--- src/rtl/uart_rx_fifo.sv ---
// Receive-side byte FIFO behind the UART receiver: first-word-fall-through head,
// count-based status and a sticky overrun flag for bytes dropped while full.
module uart_rx_fifo #(
    parameter int DATA_WIDTH = 8,
    parameter int ADDR_WIDTH = 4,
    parameter int AF_THRESH  = 12
) (
    input  logic                  clk,
    input  logic                  reset,
    input  logic                  wr_tick,
    input  logic [DATA_WIDTH-1:0] wr_data,
    input  logic                  rd,
    input  logic                  flush,
    input  logic                  clr_ovr,
    output logic [DATA_WIDTH-1:0] rdata,
    output logic                  empty,
    output logic                  full,
    output logic                  almost_full,
    output logic [ADDR_WIDTH:0]   count,
    output logic                  overrun
);

    localparam logic [ADDR_WIDTH:0]   DEPTH   = {1'b1, {ADDR_WIDTH{1'b0}}};
    localparam logic [ADDR_WIDTH:0]   AF_LVL  = AF_THRESH[ADDR_WIDTH:0];
    localparam logic [ADDR_WIDTH:0]   CNT_ONE = {{ADDR_WIDTH{1'b0}}, 1'b1};
    localparam logic [ADDR_WIDTH-1:0] PTR_ONE = {{(ADDR_WIDTH-1){1'b0}}, 1'b1};

    logic [DATA_WIDTH-1:0] mem_q [2**ADDR_WIDTH];

    logic [ADDR_WIDTH-1:0] wr_ptr_q, wr_ptr_d;
    logic [ADDR_WIDTH-1:0] rd_ptr_q, rd_ptr_d;
    logic [ADDR_WIDTH:0]   count_q, count_d;
    logic                  overrun_q, overrun_d;
    logic                  wr_en, rd_en, ovr_set;

    assign empty       = (count_q == '0);
    assign full        = (count_q == DEPTH);
    assign almost_full = (count_q >= AF_LVL);
    assign count       = count_q;
    assign overrun     = overrun_q;
    assign rdata       = empty ? '0 : mem_q[rd_ptr_q];

    always_comb begin
        wr_ptr_d  = wr_ptr_q;
        rd_ptr_d  = rd_ptr_q;
        count_d   = count_q;
        overrun_d = overrun_q;
        rd_en     = 1'b0;
        wr_en     = 1'b0;
        ovr_set   = 1'b0;

        if (flush) begin
            wr_ptr_d = '0;
            rd_ptr_d = '0;
            count_d  = '0;
        end else begin
            rd_en   = rd && !empty;
            // A pop in the same cycle frees the slot, so a full FIFO still accepts.
            wr_en   = wr_tick && (!full || rd);
            ovr_set = wr_tick && full && !rd;

            if (wr_en) wr_ptr_d = wr_ptr_q + PTR_ONE;
            if (rd_en) rd_ptr_d = rd_ptr_q + PTR_ONE;
            if (wr_en && !rd_en)      count_d = count_q + CNT_ONE;
            else if (rd_en && !wr_en) count_d = count_q - CNT_ONE;
        end

        if (ovr_set)      overrun_d = 1'b1;
        else if (clr_ovr) overrun_d = 1'b0;
    end

    always_ff @(posedge clk or posedge reset) begin
        if (reset) begin
            wr_ptr_q  <= '0;
            rd_ptr_q  <= '0;
            count_q   <= '0;
            overrun_q <= 1'b0;
        end else begin
            wr_ptr_q  <= wr_ptr_d;
            rd_ptr_q  <= rd_ptr_d;
            count_q   <= count_d;
            overrun_q <= overrun_d;
        end
    end

    // Storage carries no reset; only entries between the pointers are ever observed.
    always_ff @(posedge clk) begin
        if (wr_en) mem_q[wr_ptr_q] <= wr_data;
    end

endmodule

--- config.mk ---
export PLATFORM = sky130hd
export DESIGN_NAME = uart_rx_fifo
export DESIGN_NICKNAME = d
export VERILOG_FILES = /design/src/rtl/uart_rx_fifo.sv
export SDC_FILE = /design/constraint.sdc
export NUM_CORES = 1
export LEC_CHECK = 0
export ABC_AREA = 1
export CORE_ASPECT_RATIO = 1.25
export CORE_UTILIZATION = 40
export DETAILED_ROUTE_END_ITERATION = 16
export PLACE_DENSITY = 0.61
export SYNTH_ARGS = -nofsm -noshare
export SYNTH_HDL_FRONTEND = slang
export SYNTH_SLANG_ARGS = --single-unit
--- constraint.sdc ---
create_clock -name clk -period 5.9 [get_ports clk]
set_input_delay 1.77 -clock clk [delete_from_list [all_inputs] [get_ports clk]]
set_output_delay 1.77 -clock clk [all_outputs]
set_load 0.01 [all_outputs]
==> results by group, run 1 <==
Flow run
  – MaxCap Viol Count: 0

Placed design
  – GPL Wtd Cong: a little under 0.8
  – Dpl cell area: around 0.0066 mm^2
  – Pre-CTS WS: 1560 ps
  – Post-Place Cells: 778
  – Buffers on Ports: 30
  – Detail Placement HPWL: ~9000 um

Synthesis
  – Synth warn: 0
  – Synthesized area per cell: approximately 11 um^2
  – Mapped Area: 0.00621 mm^2
  – Synth Register Bits: around 140
  – Synth cell types: 32
  – Share of the yosys chip area belonging to registers: 0.675
  – Cells after Synth: 562
  – Syn nets: 586

Outcome
  – Status: finished clean

Routing
  – Drt drc: 0
  – DR pass1 iterations: 6
  – Uppermost layer routed: met4
  – Total number of vias: 4,215
  – WL met1: roughly 6200 um
  – Vias per cell: around 5.2
  – Detailed Route WL: 14,600 um
  – WL/cell: 18.1 um
  – Met3 WL: roughly 720 um
  – Met2 routed WL: roughly 7000 um
  – Routed Antenna Nets: 0
  – DRT iter0 DRCs: 349

Global routing
  – Largest net degree at the start of global routing: between 60 and 70
  – Global-route wire length before repair: ~23,000 um
  – Initial antenna violation count: 0
  – All-Layer GR Usage: 0.194
  – Number of global-route vias before repair: just over 4,000
  – Grt total ovfl: 0

Floorplanning
  – Core ar.: about 0.015 mm^2
  – Initial core utilization: 0.412
  – Die Area: between 0.015 and 0.02 mm^2
  – Die width: ~110 um
  – Row cnt: 50
  – Io pins: 31
  – Height of the die: around 140 um

Final layout
  – Fin cells: between 800 and 900
  – Nets: about 610
  – Post-Layout Inst Area: between 0.007 and 0.008 mm^2
  – Diode count: 0
  – Fin util: 0.485
  – Syn-to-layout area delta: 17.6%
  – Layout cells sized above 1: 0.0880

Worst setup path
  – WS Path Type: reg -> out
  – Startpoint types: flop
  – Crit. End Element: output pin
  – Worst EP required: around 4100 ps
  – Worst-path maximum fanout: between 60 and 70
  – Arr. time, crit path: 3000 ps

Clock network
  – Hold_buf cts: 0
  – Clock Sinks: roughly 140
  – Clk Latency, worst-skew pair: 420 ps
  – CTS tree: built
  – Post-cts resize count: 0
  – Post-CTS Setup Inserts: 0
  – Cts bufs inserted: 17
  – Clk buf depth: 2
  – H-tree depth: 4
  – Worst-path clk slew: 60 ps
  – Clk Tree Root Cell: clkbuf_16

Timing
  – Worst slew pin tran: 1250 ps
  – Setup Total Neg Slack: 0 ps
  – Fmax: approximately 0.21 GHz
  – Final slew viol count: 0
  – Relative max-transition margin: 0.162
  – Min Tclk post-route: ~4800 ps
  – Tcrit/Tclk final: 0.809
  – Setup ws final: between 1000 and 1500 ps
  – Unrepaired setup endpoints after global routing: false
  – Hold Vio Cnt, Final: 0
  – Final Setup Violations: 0
  – Skew final: 8.03 ps

Power
  – LEAKAGE: 2.74 nW
  – Maximum VDD drop: between 0.2 and 0.3 mV
  – PwrDens: ~450 mW/mm^2

Hold path
  – HP Class: reg -> reg
==> power breakdown <==
part,internal [mW],total [mW],leakage (nW),switching (mW)
clock network,0.794,1.20,0.319,0.411
logic,0.343,0.905,1.08,0.562
registers,1.13,1.17,1.34,0.0443
==> critical path, stage by stage (launching register included) <==
cell and delay (ps):
dfrtp_2 410, inv_2 840, nand2_1 120, nand3_1 120
nand3_1 90, nand2_1 90, nand2_1 50, a21oi_1 250
clkdlybuf4s50_1 600
==> metal layers <==
| layer | vias up | global-route usage |
|---|---|---|
| met1 | 2041 | 0.244 |
| met2 | 146 | 0.314 |
| met5 | - | 0 |
| met4 | 0 | 0.0956 |
| li1 | 1983 | - |
| met3 | 45 | 0.0470 |
==> path summary, 6_finish.rpt <==
kind                                         startpoint                       to  slack, ps  cells past startpoint
worst max register to register     count[0]$_DFFE_PP0P_    mem_q[6][5]$_DFFE_PP_       3370                      6
worst max-delay path            rd_ptr_q[0]$_DFFE_PP0P_                 rdata[6]       1130                      8
max in group asynchronous                         reset  rd_ptr_q[0]$_DFFE_PP0P_       3770                      2
worst min-delay path                overrun$_DFFE_PP0P_      overrun$_DFFE_PP0P_        540                      2
worst min register to register      overrun$_DFFE_PP0P_      overrun$_DFFE_PP0P_        540                      2
min in group asynchronous                         reset      overrun$_DFFE_PP0P_       1710                      2
==> synthesized netlist by cell type <==
master    instances  share of area
a21oi_1          11         0.0089
a21oi_4           1         0.0026
buf_1             1        0.00060
buf_2            10         0.0081
buf_4             6         0.0072
buf_6             4         0.0072
clkbuf_1          4         0.0024
clkinv_1          3         0.0018
dfrtp_1          14          0.056
edfxtp_1        128           0.62
fa_1              1         0.0032
ha_1              9          0.018
inv_1            15         0.0091
inv_2             3         0.0018
inv_4             1         0.0010
nand2_1         198           0.12
nand2_2           4         0.0040
nand2_4           2         0.0036
nand2_8           1         0.0032
nand3_1         107          0.086
nand3_2           1         0.0016
nand3_4           1         0.0028
nand4_1           1         0.0010
nand4_2           1         0.0020
nor2_1           20          0.012
nor2_2            2         0.0020
nor2_4            2         0.0036
nor3_1            1        0.00080
o21ai_0           6         0.0048
o32ai_1           1         0.0014
xnor2_1           1         0.0014
xor2_1            2         0.0028
==> kinds of logic (layout without fill, tap and decap cells) <==
group,after synthesis,count (layout),share of synthesized area
and+or+nand+nor,341,341,0.243
DFF,142,142,0.675
buffers and inverters,47,87,0.0393
AOI/OAI and AO/OA,19,19,0.0177
adders and majority gates,10,10,0.0213
xor gates and xnor gates,3,3,0.00423
==> area by class of cell <==
cell class / instances / area, um^2
fill: 1328 / 7770
sequential: 142 / 4200
multi-input combinational: 373 / 1780
clock buffer: 18 / 429
timing repair buffer: 33 / 323
tap: 208 / 260
clock inverter: 14 / 239
inverter: 22 / 85.1
==> stage by stage <==
step / power [mW] / hold WS (ps)
floorplan: 1.80 / 550
global placement: 2.09 / 528
detailed placement: 2.11 / 520
CTS: 3.30 / 537
global route: 3.45 / 561
finish: 3.28 / 537
==> flip-flops by register name, summed over array words and instances (netlist names) <==
name,count
overrun,1
wr_ptr_q,4
rd_ptr_q,4
mem_q,128
count,5
==> layout by cell type, fill, tap and decap left out, types with 2 or more instances in the layout <==
cell	instances
nand2_1	198
edfxtp_1	128
nand3_1	107
clkdlybuf4s50_1	30
nor2_1	20
clkbuf_16	17
inv_1	15
dfrtp_1	13
a21oi_1	11
ha_1	9
o21ai_0	6
bufinv_16	6
clkinv_1	4
nand2_2	4
inv_2	3
buf_4	3
nor2_2	2
nand2_4	2
nor2_4	2
xor2_1	2
clkinv_4	2
inv_6	2
clkinvlp_4	2
(Power assumes the default switching activity.)
==> run 2, diff against run 1 <==
==> constraint.sdc (replaced) <==
create_clock -name clk -period 4.4 [get_ports clk]
set_input_delay 1.32 -clock clk [delete_from_list [all_inputs] [get_ports clk]]
set_output_delay 1.32 -clock clk [all_outputs]
set_load 0.01 [all_outputs]
==> run 2 against run 1 <==
Effect of this change: sequential power rose by 35%; first-iteration DRC count is 7.7% lower; clock skew up 2.5 ps; critical endpoint is now rdata[5]; worst setup slack worse by 880 ps; cell count increased by 0.99%; core utilization is 0.30 points higher.
==> results by group, run 2 (synthesis gave the netlist of run 1 again) <==
Outcome
  – Status: finished clean (unchanged)

Floorplanning
  – Die width: 113 um (unchanged)
  – Io pins: 31 (unchanged)
  – Core ar.: 0.0151 mm^2 (unchanged)
  – Height of the die: 141 um (unchanged)
  – Die Area: 0.0160 mm^2 (unchanged)
  – Initial core utilization: 0.412 (unchanged)
  – Row cnt: 50 (unchanged)

Clock network
  – Hold_buf cts: 0 (unchanged)
  – Cts bufs inserted: 17 (unchanged)
  – H-tree depth: 4 (unchanged)
  – Post-CTS Setup Inserts: 0 (unchanged)
  – Clock Sinks: 142 (unchanged)
  – Clk Latency, worst-skew pair: 420 ps (about the same)
  – Clk Tree Root Cell: clkbuf_16 (unchanged)
  – Worst-path clk slew: 60 ps (about the same)
  – Clk buf depth: 2 (unchanged)
  – CTS tree: built (unchanged)
  – Post-cts resize count: 0 (unchanged)

Final layout
  – Max FFs per register: 128 (unchanged)
  – Nets: 621 (was 613)
  – Layout cells sized above 1: 0.103 (was 0.0880)
  – Fill cells: 1,391 (was 1,328)
  – Diode count: 0 (unchanged)
  – Biggest register: mem_q (unchanged)
  – Multi-input logic area: 0.00178 mm^2 (unchanged)
  – Register cell area after layout: 0.00420 mm^2 (unchanged)
  – Commonest non-fill, non-tap cell in the layout: nand2_1 (unchanged)
  – Fin util: 0.488 (was 0.485)
  – Commonest non-fill, non-tap cells in the layout: 198 x nand2_1, 128 x edfxtp_1, 107 x nand3_1 (unchanged)
  – Syn-to-layout area delta: 18.3% (was 17.6%)

Routing
  – Drt drc: 0 (unchanged)
  – Routed Antenna Nets: 0 (unchanged)
  – WL/cell: 17.9 um (was 18.1 um)
  – DR pass1 iterations: 4 (was 6)
  – Vias per cell: 5.22 (was 5.20)
  – Total number of vias: 4,273 (was 4,215)
  – Detailed Route WL: 14,600 um (about the same)
  – DRT iter0 DRCs: 322 (was 349)

Timing
  – Hold Vio Cnt, Final: 0 (unchanged)
  – Relative max-transition margin: 0.304 (was 0.162)
  – Final slew viol count: 0 (unchanged)
  – Min Tclk post-route: 4150 ps
  – Setup Total Neg Slack: 0 ps (unchanged)
  – Fmax: 0.241 GHz
  – Final Setup Violations: 0 (unchanged)
  – Setup ws final: 246 ps (was 1130 ps)
  – Worst slew pin tran: 1040 ps (was 1250 ps)
  – Unrepaired setup endpoints after global routing: false (unchanged)
  – Tcrit/Tclk final: 0.944
  – Skew final: 10.5 ps (was 8.03 ps)
  – Worst hold margin: 530 ps (was 537 ps)

Global routing
  – Grt total ovfl: 0 (unchanged)
  – Global-route wire length before repair: 23,000 um (was 22,800 um)
  – Initial antenna violation count: 0 (unchanged)
  – Largest net degree at the start of global routing: 67 (unchanged)
  – All-Layer GR Usage: 0.195 (was 0.194)
  – Number of global-route vias before repair: 4,323 (was 4,135)

Worst setup path
  – Worst-path maximum fanout: 33 (was 66)
  – Worst EP required: 3080 ps (was 4130 ps)
  – Arr. time, crit path: 2830 ps (was 3000 ps)
  – Crit. End Element: output pin (unchanged)
  – WS Path Type: reg -> out (unchanged)
  – Startpoint types: flop (unchanged)

Hold path
  – HP Class: reg -> reg (unchanged)

Power
  – Maximum VDD drop: 0.308 mV (was 0.271 mV)
  – Total power: 4.33 mW (was 3.28 mW)
  – PwrDens: 589 mW/mm^2 (was 449 mW/mm^2)
  – LEAKAGE: 2.77 nW (was 2.74 nW)

Placed design
  – Buffers on Ports: 30 (unchanged)
  – Pre-CTS WS: 681 ps (was 1560 ps)
  – Detail Placement HPWL: 9540 um (was 8870 um)
  – GPL Wtd Cong: 0.780 (was 0.772)

Flow run
  – MaxCap Viol Count: 0 (unchanged)
run 2: path summary, 6_finish.rpt:
kind	start	end	slack (ps)	depth (start not counted)
max	rd_ptr_q[1]$_DFFE_PP0P_	rdata[5]	250	7
min	overrun$_DFFE_PP0P_	overrun$_DFFE_PP0P_	530	2
max reg2reg	count[0]$_DFFE_PP0P_	mem_q[3][3]$_DFFE_PP_	2010	6
min reg2reg	overrun$_DFFE_PP0P_	overrun$_DFFE_PP0P_	530	2
max in group asynchronous	reset	rd_ptr_q[0]$_DFFE_PP0P_	2730	2
min in group asynchronous	reset	wr_ptr_q[1]$_DFFE_PP0P_	1260	2
run 2: metal layers:
metal | GRT usage | part of all wire
met1 | 0.241 | 0.43
met4 | 0.0866 | 0.027
met5 | 0 | 0
met2 | 0.329 | 0.50
met3 | 0.0389 | 0.043
run 2: area by class of cell:
cell class | instances | share of cell area
Clock inverter | 13 | 0.0255
Multi-Input combinational cell | 373 | 0.242
Timing Repair Buffer | 41 | 0.0538
Sequential cell | 142 | 0.571
Inverter | 22 | 0.0116
Clock buffer | 19 | 0.0616
Tap cell | 208 | 0.0354
run 2: stage by stage:
stage | instances | instance area [um^2]
floorplan | 562 | 6210
global placement | 786 | 6710
detailed placement | 786 | 6710
CTS | 818 | 7350
global route | 818 | 7350
finish | 818 | 7350
run 2: critical path, cell delays in order, from the launching register on:
cell and delay [ps]:
dfrtp_1 690, inv_2 430, nand3_1 200, nand3_1 120
nand2_1 110, nand2_1 60, a21oi_1 220, clkdlybuf4s50_1 580
run 2: power breakdown:
group          internal, mW  total [mW]  leakage, nW  switching, mW
registers              1.52        1.58         1.34         0.0597
clock network         0.980        1.53        0.306          0.546
logic                 0.472        1.23         1.13          0.755
total                  2.97        4.33         2.77           1.36
